`src/rtl/interrupt_controller_if.sv`:
```
// Interrupt controller bus bundle: peripheral requests, CPU register port,
// control-unit decode strobes and dispatch sequencing outputs.
// The controller side uses the slave modport; the CPU/testbench side uses master.
interface interrupt_controller_if #(
  parameter int NUM_IRQ = 5
);
  logic               i_Enable;
  logic [NUM_IRQ-1:0] i_Irq;
  logic               i_Reg_Write;
  logic               i_Reg_Sel;
  logic [7:0]         i_Reg_Wdata;
  logic [7:0]         o_IF;
  logic [7:0]         o_IE;
  logic               i_EI;
  logic               i_DI;
  logic               i_RETI;
  logic               i_Instr_Boundary;
  logic               o_Handle_Interrupt;
  logic               o_Dispatch_Active;
  logic [2:0]         o_Dispatch_Step;
  logic [15:0]        o_Vector;
  logic               o_Wake;
  logic               o_IME;

  modport master (
    output i_Enable, i_Irq, i_Reg_Write, i_Reg_Sel, i_Reg_Wdata,
    output i_EI, i_DI, i_RETI, i_Instr_Boundary,
    input  o_IF, o_IE, o_Handle_Interrupt, o_Dispatch_Active,
    input  o_Dispatch_Step, o_Vector, o_Wake, o_IME
  );

  modport slave (
    input  i_Enable, i_Irq, i_Reg_Write, i_Reg_Sel, i_Reg_Wdata,
    input  i_EI, i_DI, i_RETI, i_Instr_Boundary,
    output o_IF, o_IE, o_Handle_Interrupt, o_Dispatch_Active,
    output o_Dispatch_Step, o_Vector, o_Wake, o_IME
  );
endinterface

```
`src/rtl/interrupt_controller.sv`:
```
// Interrupt controller: IF/IE registers, IME with EI delay, fixed-priority
// arbitration (bit 0 highest) and the 5 M-cycle dispatch sequence.
// Optional macro INTERRUPT_CANCEL_EN: when nothing is pending at the step-3
// resolve, the vector becomes 16'h0000 instead of the entry snapshot.
module interrupt_controller #(
  parameter int          NUM_IRQ       = 5,
  parameter logic [15:0] VECTOR_BASE   = 16'h0040,
  parameter int          VECTOR_STRIDE = 8
) (
  input logic                  i_Clk,
  input logic                  i_Reset,
  interrupt_controller_if.slave bus
);
  localparam int IDX_W = (NUM_IRQ > 1) ? $clog2(NUM_IRQ) : 1;

  typedef enum logic {IDLE, DISPATCH} state_t;

  state_t             state_reg, state_next;
  logic [2:0]         step_reg, step_next;
  logic [1:0]         tcnt_reg, tcnt_next;
  logic [NUM_IRQ-1:0] if_reg;
  logic [NUM_IRQ-1:0] if_next;
  logic [7:0]         ie_reg;
  logic               ime_reg;
  logic               ime_pend_reg;
  logic [15:0]        vector_reg;

  logic [NUM_IRQ-1:0] pending;
  logic [NUM_IRQ-1:0] clr_mask;
  logic [IDX_W-1:0]   low_idx;
  logic               low_found;
  logic [15:0]        resolved_vec;
  logic               ime_eff;
  logic               handle;
  logic               resolve;
  logic               if_write;

  assign pending      = if_reg & ie_reg[NUM_IRQ-1:0];
  assign resolved_vec = VECTOR_BASE + 16'(VECTOR_STRIDE) * 16'(low_idx);
  // A pending EI promotion counts at the boundary where it takes effect.
  assign ime_eff      = (ime_reg | (ime_pend_reg & bus.i_Instr_Boundary)) & ~bus.i_DI;
  assign if_write     = bus.i_Reg_Write & ~bus.i_Reg_Sel;

  // Lowest set pending bit wins (bit 0 highest priority).
  always_comb begin
    low_idx   = '0;
    low_found = 1'b0;
    for (int i = NUM_IRQ - 1; i >= 0; i--) begin
      if (pending[i]) begin
        low_idx   = IDX_W'(i);
        low_found = 1'b1;
      end
    end
  end

  // Dispatch clear targets only the resolved source.
  for (genvar gi = 0; gi < NUM_IRQ; gi++) begin : g_clr
    assign clr_mask[gi] = resolve & low_found & (low_idx == IDX_W'(gi));
  end

  // IF next value: write or dispatch clear, then peripheral pulses OR'd on top.
  always_comb begin
    if_next = if_reg | bus.i_Irq;
    if (bus.i_Enable) begin
      if_next = (if_write ? bus.i_Reg_Wdata[NUM_IRQ-1:0] : (if_reg & ~clr_mask)) | bus.i_Irq;
    end
  end

  // FSM next-state: entry at a boundary, then 5 steps of 4 enabled T-cycles.
  always_comb begin
    state_next = state_reg;
    step_next  = step_reg;
    tcnt_next  = tcnt_reg;
    handle     = 1'b0;
    resolve    = 1'b0;
    if (bus.i_Enable) begin
      case (state_reg)
        IDLE: begin
          if (ime_eff && (|pending) && bus.i_Instr_Boundary) begin
            handle     = 1'b1;
            state_next = DISPATCH;
            step_next  = 3'd0;
            tcnt_next  = 2'd0;
          end
        end
        DISPATCH: begin
          resolve   = (step_reg == 3'd3) && (tcnt_reg == 2'd0);
          tcnt_next = tcnt_reg + 2'd1;
          if (tcnt_reg == 2'd3) begin
            if (step_reg == 3'd4) begin
              state_next = IDLE;
              step_next  = 3'd0;
            end else begin
              step_next = step_reg + 3'd1;
            end
          end
        end
        default: begin
          state_next = IDLE;
          step_next  = 3'd0;
          tcnt_next  = 2'd0;
        end
      endcase
    end
  end

  // FSM state register.
  always_ff @(posedge i_Clk) begin
    if (i_Reset) begin
      state_reg <= IDLE;
      step_reg  <= 3'd0;
      tcnt_reg  <= 2'd0;
    end else begin
      state_reg <= state_next;
      step_reg  <= step_next;
      tcnt_reg  <= tcnt_next;
    end
  end

  // Registers: IF captures pulses every clock; everything else only when enabled.
  always_ff @(posedge i_Clk) begin
    if (i_Reset) begin
      if_reg       <= '0;
      ie_reg       <= 8'h00;
      ime_reg      <= 1'b0;
      ime_pend_reg <= 1'b0;
      vector_reg   <= 16'h0000;
    end else begin
      if_reg <= if_next;
      if (bus.i_Enable) begin
        if (bus.i_Reg_Write && bus.i_Reg_Sel) begin
          ie_reg <= bus.i_Reg_Wdata;
        end
        if (bus.i_DI || handle) begin
          ime_reg      <= 1'b0;
          ime_pend_reg <= 1'b0;
        end else begin
          if (ime_pend_reg && bus.i_Instr_Boundary) begin
            ime_reg      <= 1'b1;
            ime_pend_reg <= 1'b0;
          end
          if (bus.i_RETI) begin
            ime_reg <= 1'b1;
          end
          if (bus.i_EI) begin
            ime_pend_reg <= 1'b1;
          end
        end
        if (resolve) begin
          if (low_found) begin
            vector_reg <= resolved_vec;
          end else begin
`ifdef INTERRUPT_CANCEL_EN
            vector_reg <= 16'h0000;
`else
            vector_reg <= vector_reg;
`endif
          end
        end else if (handle) begin
`ifdef INTERRUPT_CANCEL_EN
          vector_reg <= vector_reg;
`else
          vector_reg <= resolved_vec;
`endif
        end
      end
    end
  end

  assign bus.o_IF               = {{(8 - NUM_IRQ){1'b1}}, if_reg};
  assign bus.o_IE               = ie_reg;
  assign bus.o_Wake             = |pending;
  assign bus.o_IME              = ime_reg;
  assign bus.o_Handle_Interrupt = handle;
  assign bus.o_Dispatch_Active  = (state_reg == DISPATCH);
  assign bus.o_Dispatch_Step    = step_reg;
  assign bus.o_Vector           = vector_reg;
endmodule

```
`src/flat_wrapper.sv`:
```
// flat-port wrapper written by rule: the top's interface ports become plain ports
module interrupt_controller_flat 
#(
  parameter int          NUM_IRQ       = 5,
  parameter logic [15:0] VECTOR_BASE   = 16'h0040,
  parameter int          VECTOR_STRIDE = 8
)
  (i_Clk, i_Reset, bus_i_Enable, bus_i_Irq, bus_i_Reg_Write, bus_i_Reg_Sel, bus_i_Reg_Wdata, bus_i_EI, bus_i_DI, bus_i_RETI, bus_i_Instr_Boundary, bus_o_IF, bus_o_IE, bus_o_Handle_Interrupt, bus_o_Dispatch_Active, bus_o_Dispatch_Step, bus_o_Vector, bus_o_Wake, bus_o_IME);
  interrupt_controller_if #(.NUM_IRQ(NUM_IRQ)) bus_i ();
  input logic i_Clk;
  input logic i_Reset;
  input wire logic [$bits(bus_i.i_Enable)-1:0] bus_i_Enable;
  input wire logic [$bits(bus_i.i_Irq)-1:0] bus_i_Irq;
  input wire logic [$bits(bus_i.i_Reg_Write)-1:0] bus_i_Reg_Write;
  input wire logic [$bits(bus_i.i_Reg_Sel)-1:0] bus_i_Reg_Sel;
  input wire logic [$bits(bus_i.i_Reg_Wdata)-1:0] bus_i_Reg_Wdata;
  input wire logic [$bits(bus_i.i_EI)-1:0] bus_i_EI;
  input wire logic [$bits(bus_i.i_DI)-1:0] bus_i_DI;
  input wire logic [$bits(bus_i.i_RETI)-1:0] bus_i_RETI;
  input wire logic [$bits(bus_i.i_Instr_Boundary)-1:0] bus_i_Instr_Boundary;
  output wire logic [$bits(bus_i.o_IF)-1:0] bus_o_IF;
  output wire logic [$bits(bus_i.o_IE)-1:0] bus_o_IE;
  output wire logic [$bits(bus_i.o_Handle_Interrupt)-1:0] bus_o_Handle_Interrupt;
  output wire logic [$bits(bus_i.o_Dispatch_Active)-1:0] bus_o_Dispatch_Active;
  output wire logic [$bits(bus_i.o_Dispatch_Step)-1:0] bus_o_Dispatch_Step;
  output wire logic [$bits(bus_i.o_Vector)-1:0] bus_o_Vector;
  output wire logic [$bits(bus_i.o_Wake)-1:0] bus_o_Wake;
  output wire logic [$bits(bus_i.o_IME)-1:0] bus_o_IME;
  assign bus_i.i_Enable = bus_i_Enable;
  assign bus_i.i_Irq = bus_i_Irq;
  assign bus_i.i_Reg_Write = bus_i_Reg_Write;
  assign bus_i.i_Reg_Sel = bus_i_Reg_Sel;
  assign bus_i.i_Reg_Wdata = bus_i_Reg_Wdata;
  assign bus_i.i_EI = bus_i_EI;
  assign bus_i.i_DI = bus_i_DI;
  assign bus_i.i_RETI = bus_i_RETI;
  assign bus_i.i_Instr_Boundary = bus_i_Instr_Boundary;
  assign bus_o_IF = bus_i.o_IF;
  assign bus_o_IE = bus_i.o_IE;
  assign bus_o_Handle_Interrupt = bus_i.o_Handle_Interrupt;
  assign bus_o_Dispatch_Active = bus_i.o_Dispatch_Active;
  assign bus_o_Dispatch_Step = bus_i.o_Dispatch_Step;
  assign bus_o_Vector = bus_i.o_Vector;
  assign bus_o_Wake = bus_i.o_Wake;
  assign bus_o_IME = bus_i.o_IME;
  interrupt_controller #(.NUM_IRQ(NUM_IRQ), .VECTOR_BASE(VECTOR_BASE), .VECTOR_STRIDE(VECTOR_STRIDE)) u_core (.i_Clk(i_Clk), .i_Reset(i_Reset), .bus(bus_i));
endmodule
```
`config.mk`:
```
export PLATFORM = sky130hd
export DESIGN_NAME = interrupt_controller_flat
export DESIGN_NICKNAME = d
export VERILOG_FILES = /design/src/rtl/interrupt_controller_if.sv /design/src/rtl/interrupt_controller.sv /design/src/flat_wrapper.sv
export SDC_FILE = /design/constraint.sdc
export NUM_CORES = 1
export LEC_CHECK = 0
export BUFFER_PORTS_ARGS = -buffer_cell sky130_fd_sc_hd__buf_4
export CAP_MARGIN = 20
export CELL_PAD_IN_SITES_DETAIL_PLACEMENT = 1
export CELL_PAD_IN_SITES_GLOBAL_PLACEMENT = 2
export CORE_MARGIN = 2
export CORE_UTILIZATION = 28
export DETAILED_ROUTE_END_ITERATION = 7
export PLACE_DENSITY_LB_ADDON = 0.1
export SLEW_MARGIN = 20
export SYNTH_ARGS = -nofsm -noshare
export SYNTH_HDL_FRONTEND = slang
export SYNTH_SLANG_ARGS = --single-unit
```
`constraint.sdc`:
```
create_clock -name i_Clk -period 4.1 [get_ports i_Clk]
set_input_delay 0.205 -clock i_Clk [delete_from_list [all_inputs] [get_ports i_Clk]]
set_output_delay 0.205 -clock i_Clk [all_outputs]
set_load 0.005 [all_outputs]
```
==> summary.txt, run 1 <==
STA
  • Clock skew: 0.002324 ns
  • Fin crit share: 47.01%
  • Max-slew violation count: 0
  • Worst-Margin Slew: 0.8972 ns
  • Slew margin rel.: 39.64%
  • Minimum hold slack: 0.1635 ns
  • Setup TNS: 0 ns
  • Final setup violation count: 0
  • Period minus WS final: 1.928 ns
  • FMAX: 518.8 MHz
  • Fin. Hold Viols: 0
  • RSZ-0062 raised after global routing: no

Floorplanning
  • Die ar.: 0.005549 mm^2
  • Cell Rows: 25
  • Die H: 74.49 um
  • Boundary Pins: 61
  • Core area: 0.004755 mm^2
  • Die width: 74.49 um
  • Initial Util: 29.26%

Layout
  • Post-route cell area: 0.001773 mm^2
  • Sequential Area: 500.5 um^2
  • # diodes: 0
  • Share of cells above drive strength 1: 25.00%
  • Layout Area Growth over Synthesis: 27.43%
  • Area taken by multi-input logic gates: 763.2 um^2
  • Max FFs per register: 8
  • Final nets: 232
  • Fill cell count: 602

Placement
  • PortBufs: 45
  • HPWL after DPL: 3.107 mm
  • Gp weighted congestion: 0.7210
  • DP Area: 0.001727 mm^2

Synthesis
  • Sequential fraction of the synthesis area: 35.97%
  • Synth Area per Inst: 8.642 um^2
  • FF+latch count, synth: 25
  • Synth top area share: 35.97%
  • Distinct cells, synth: 37
  • Post-synth EDFFs: 0
  • Synth top area cells: dfxtp_1 (36%), buf_4 (8.1%), a21oi_1 (6.5%)
  • Asr flop ratio synth: 0%
  • Yosys warns: 0
  • Ys flop type: dfxtp_1
  • Most frequent cell after synthesis: dfxtp_1
  • Syn Inst Count: 161
  • Cell taking the most area after synthesis: dfxtp_1
  • Post-synth top cells: dfxtp_1 (25), a21oi_1 (18), buf_4 (15), nor2_1 (15), inv_1 (11)
  • Cell Area, Synth: 0.001391 mm^2

Clocking
  • CTS Sinks: 25
  • Clock Latency Late Sink: 0.27 ns
  • H-Tree Depth: 1
  • CTS tree: done
  • PostCTS Resize Cnt: 0
  • TritonCTS buffer count: 3
  • Reg clk slew, reported paths: 0.09 ns
  • Root Driver: clkbuf_8
  • Hold Buf Count CTS: 0
  • Setup bufs post-CTS: 0
  • Longest Clk Path Bufs: 2

Detailed routing
  • Residual DRC: 0
  • Vias/cell: 5.000
  • Vias after detailed routing: 1355
  • WL/cell: 14.85 um
  • WL final: 4.023 mm
  • Iteration-0 DRC Markers: 40
  • Drt pass-1 iters: 4
  • Antenna Nets Post-Route: 0

Pwr
  • Int Pwr: 353.0 uW
  • Share of power burned in registers: 53.9%
  • Worst vdd rail ir drop: 103.4 uV
  • Sw Share: 26.90%
  • Power density cells: 272.4 mW/mm^2
  • Leakage: 0.7733 nW
  • Comb power frac: 14.7%
  • NetSw: 129.9 uW
  • Clock share of power: 31.4%

Global route
  • Gr ovfl total: 0
  • Largest net degree at the start of global routing: 26
  • Vias in the first global route: 1341
  • Initial antenna violation count: 0
  • GRT Overall Usage: 15.18%
  • First-pass GRT wire length: 6.465 mm

Worst setup path
  • Crit path capture type: flop
  • Critical Path Start: u_core.if_reg[1]
  • Crit path required time: 4.27 ns
  • Crit path max fanout: 7
  • FF-to-FF Start: u_core.if_reg[1]
  • Worst setup SP type: flop
  • Crit path kind: flop to flop
  • Crit path arrival time: 2.10 ns

Run status
  • Status: completed

Hold path
  • Worst hold path class: primary input to flop
  • Hold path start: bus_i_Reg_Wdata[7]

Job
  • Max Cap Viol: 0
worst max-delay path: stages, from the launching register on:
cell and delay [ns]:
dfxtp_1 0.37, a22o_1 0.29, nor4_1 0.78, o311ai_0 0.29, o41ai_1 0.11
path summary, 6_finish.rpt:
| kind | depth (start not counted) | slack, ns | end |
|---|---|---|---|
| max | 4 | 2.17 | u_core.bus.o_Dispatch_Step[0] |
| max reg2reg | 4 | 2.17 | u_core.bus.o_Dispatch_Step[0] |
| min reg2reg | 2 | 0.50 | u_core.bus.o_Vector[4] |
| min | 3 | 0.16 | u_core.bus.o_IE[7] |
area by class of cell:
type | instances | area share (%)
Sequential cell | 25 | 28.23
Tap cell | 67 | 4.728
Inverter | 11 | 2.329
Clock buffer | 3 | 2.329
Timing Repair Buffer | 45 | 19.05
Clock inverter | 1 | 0.2823
Multi-Input combinational cell | 119 | 43.05
cell families after synthesis:
logic type	after synthesis	synth area share [%]
AND/OR/NAND/NOR	40	14.48
other	2	0.5398
flip-flops	25	35.97
buffers and inverters	30	12.68
multiplexers	8	5.756
adder cells (fa/ha/maj)	5	4.496
AO/OA/AOI/OAI	51	26.08
per-stage QoR:
step / setup WS, ns / std cells / utilization [%] / total power, mW
2_1_floorplan: 2.545 / 174 / - / 0.3079
3_3_place_gp: 2.338 / 267 / 36.32 / 0.3354
3_5_place_dp: 2.223 / 267 / 36.32 / 0.3372
4_1_cts: 2.160 / 271 / 37.29 / 0.4901
5_1_grt: 2.018 / 271 / 37.29 / 0.5081
6_report: 2.172 / 271 / 37.29 / 0.4829
metal layers:
metal | global-route usage (%) | vias to the layer above | routed length, um
met5 | 0 | - | 0
met4 | 3.968 | 0 | 25
met3 | 2.304 | 2 | 235
met2 | 26.55 | 54 | 2026
met1 | 19.49 | 650 | 1736
li1 | - | 649 | -
power by group through the flow:
stage          registers [mW]  logic (mW)  clock network, mW
2_1_floorplan           0.264      0.0436                  0
3_3_place_gp            0.266      0.0695                  0
3_5_place_dp            0.266      0.0711                  0
4_1_cts                 0.261      0.0713              0.158
5_1_grt                 0.262      0.0792              0.167
6_report                0.261      0.0709              0.152
placed cells by master, fill, tap and decap left out, types with 3 or more instances in the layout:
| cell | n |
|---|---|
| inv_1 | 11 |
| o21ai_0 | 8 |
| ha_1 | 5 |
| buf_4 | 45 |
| mux2i_1 | 8 |
| o311ai_0 | 3 |
| a22oi_1 | 4 |
| nand2_1 | 7 |
| conb_1 | 15 |
| and2_1 | 3 |
| o41ai_1 | 4 |
| a41oi_1 | 3 |
| nand4_1 | 3 |
| clkbuf_8 | 3 |
| nor2_1 | 15 |
| a21oi_1 | 18 |
| dfxtp_1 | 25 |
No activity file was read; power rests on OpenSTA's default activity.
==> inputs of run 2 (changes only) <==
--- a/config.mk
+++ b/config.mk
@@ -10,7 +10,7 @@
 export CELL_PAD_IN_SITES_DETAIL_PLACEMENT = 1
 export CELL_PAD_IN_SITES_GLOBAL_PLACEMENT = 2
 export CORE_MARGIN = 2
-export CORE_UTILIZATION = 28
+export CORE_UTILIZATION = 26
 export DETAILED_ROUTE_END_ITERATION = 7
 export PLACE_DENSITY_LB_ADDON = 0.1
 export SLEW_MARGIN = 20
==> constraint.sdc (replaced) <==
create_clock -name i_Clk -period 1.9 [get_ports i_Clk]
set_input_delay 0.095 -clock i_Clk [delete_from_list [all_inputs] [get_ports i_Clk]]
set_output_delay 0.095 -clock i_Clk [all_outputs]
set_load 0.005 [all_outputs]
==> summary.txt, run 2 (synthesized netlist as in run 1, its figures left out) <==
STA
  • Fin. Hold Viols: 0 (unchanged)
  • FMAX: 574.5 MHz
  • Period minus WS final: 1.741 ns
  • Clock skew: 0.005212 ns (+0.002888 ns)
  • Final setup violation count: 0 (unchanged)
  • Fin crit share: 91.62%
  • Slew margin rel.: 62.14% (+23 points)
  • Worst-Margin Slew: 0.5663 ns (-0.3308 ns)
  • Max-slew violation count: 0 (unchanged)
  • RSZ-0062 raised after global routing: yes

Layout
  • Layout Area Growth over Synthesis: 29.32%
  • Finished Core Util: 35.00% (-2.3 points)
  • Commonest non-fill, non-tap cell in the layout: buf_4
  • # diodes: 0 (unchanged)
  • Most frequent cells in the layout: buf_4 (47), dfxtp_1 (25), a21oi_1 (18)
  • Sequential Area: 500.5 um^2 (unchanged)
  • Share of cells above drive strength 1: 26.21% (+1.2 points)
  • Area taken by multi-input logic gates: 770.7 um^2 (+0.98%)
  • Max FFs per register: 8 (unchanged)
  • Fill cell count: 659 (+9.5%)
  • Final nets: 234 (+0.86%)

Global route
  • First-pass GRT wire length: 6.610 mm (+2.2%)
  • Largest net degree at the start of global routing: 26 (unchanged)
  • Gr ovfl total: 0 (unchanged)
  • Initial antenna violation count: 0 (unchanged)
  • Vias in the first global route: 1371 (+2.2%)
  • GRT Overall Usage: 13.59% (-1.6 points)

Detailed routing
  • Iteration-0 DRC Markers: 51 (+28%)
  • Vias after detailed routing: 1309 (-3.4%)
  • Antenna Nets Post-Route: 0 (unchanged)
  • WL/cell: 14.48 um (-2.4%)
  • Drt pass-1 iters: 4 (unchanged)
  • Vias/cell: 4.743 (-5.1%)
  • Residual DRC: 0 (unchanged)
  • WL final: 3.997 mm (-0.65%)

Clocking
  • Reg clk slew, reported paths: 0.09 ns (about the same)
  • CTS tree: done
  • TritonCTS buffer count: 3 (unchanged)
  • Clock Latency Late Sink: 0.27 ns (about the same)
  • Setup bufs post-CTS: 0 (unchanged)
  • Longest Clk Path Bufs: 2 (unchanged)
  • H-Tree Depth: 1 (unchanged)
  • Root Driver: clkbuf_8
  • CTS Sinks: 25 (unchanged)

Worst setup path
  • Worst setup SP type: flop
  • Most used cell, CP: buf_4
  • Worst path slowest cell: dfxtp_1
  • Critical path's top delay family: buffers and inverters
  • Worst stage delay on the critical path: 0.38 ns (-0.40 ns)
  • Crit-path cells: a22o_1, nor3_1, buf_4, inv_1, buf_4
  • Crit path max fanout: 7 (unchanged)
  • Crit path kind: flop to output pin
  • CP Buf/Inv Count: 3 (+3)
  • Crit path arrival time: 1.65 ns (-0.45 ns)
  • Crit path capture type: output pin
  • Crit path required time: 1.80 ns (-2.47 ns)

Run status
  • Status: completed

Hold path
  • Worst hold path class: primary input to flop

Floorplanning
  • Die H: 77.15 um (+3.6%)
  • Die ar.: 0.005952 mm^2 (+7.3%)
  • Initial Util: 27.07% (-2.2 points)
  • Die width: 77.15 um (+3.6%)
  • Core area: 0.005140 mm^2 (+8.1%)
  • Cell Rows: 26 (+4.0%)
  • Boundary Pins: 61 (unchanged)

Placement
  • PortBufs: 45 (unchanged)
  • Gp weighted congestion: 0.7506 (+4.1%)
  • HPWL after DPL: 3.156 mm (+1.6%)

Pwr
  • Leakage: 0.7879 nW (+1.9%)
  • Overall power: 1.040 mW (+120%)
  • Power density cells: 578.0 mW/mm^2 (+110%)
  • Worst vdd rail ir drop: 301.2 uV (+190%)

Job
  • Max Cap Viol: 0 (unchanged)
## run 2: cell count changes in the layout (fill, tap and decap cells not counted), sizes merged
cell	change
buf	+2
## run 2: repair_timing
item | CTS | global route
hold buffers | 0 | 0
gates resized for setup | 0 | 1
setup endpoints to repair | 0 | 3
## run 2: worst reg2reg max path, stage by stage (launching register included)
cell	delay [ns]
dfxtp_1	0.40
ha_1	0.17
ha_1	0.17
nand4_1	0.19
o41a_1	0.43
o21ai_0	0.16
a21oi_1	0.08
## run 2: layout make-up
cell class | count | share of cell area [%]
Tap cell | 70 | 4.868
Sequential cell | 25 | 27.82
Multi-Input combinational cell | 119 | 42.84
Timing Repair Buffer | 47 | 19.61
Clock buffer | 3 | 2.295
Clock inverter | 1 | 0.2782
Inverter | 11 | 2.295
## run 2: through the flow
| step | TNS (ns) | instances | instance area (um^2) | hold slack [ns] | setup slack [ns] |
|---|---|---|---|---|---|
| after CTS | 0 | 276 | 1792 | 0.05947 | 0.09253 |
| after global routing | -0.04958 | 276 | 1799 | 0.06821 | -0.02601 |
| final | 0 | 276 | 1799 | 0.05788 | 0.1593 |
| after floorplan | 0 | 174 | 1440 | 0.2103 | 0.3447 |
| after global placement | 0 | 272 | 1745 | 0.3282 | 0.2271 |
| after detailed placement | 0 | 272 | 1745 | 0.3443 | 0.1076 |
## run 2: final timing paths
check,start,endpoint,slack (ns),cells after the start
setup / recovery,u_core.if_reg[1],bus_o_Wake,0.16,5
hold reg to reg,u_core.bus.o_Vector[4],u_core.bus.o_Vector[4],0.49,2
setup reg to reg,u_core.bus.o_Dispatch_Step[0],u_core.if_reg[2],0.18,6
hold / removal,bus_i_Reg_Wdata[5],u_core.bus.o_IE[5],0.06,3
## run 2: power breakdown
group / internal, mW / leakage (nW) / switching (mW)
clock network: 0.147 / 0.0255 / 0.173
registers: 0.540 / 0.204 / 0.0222
logic: 0.0782 / 0.559 / 0.0789
## run 2: metal layers
metal | wire length [um] | GRT usage, %
met3 | 201 | 2.824
met5 | 0 | 0
met2 | 1934 | 23.48
met4 | 68 | 4.821
met1 | 1793 | 16.59
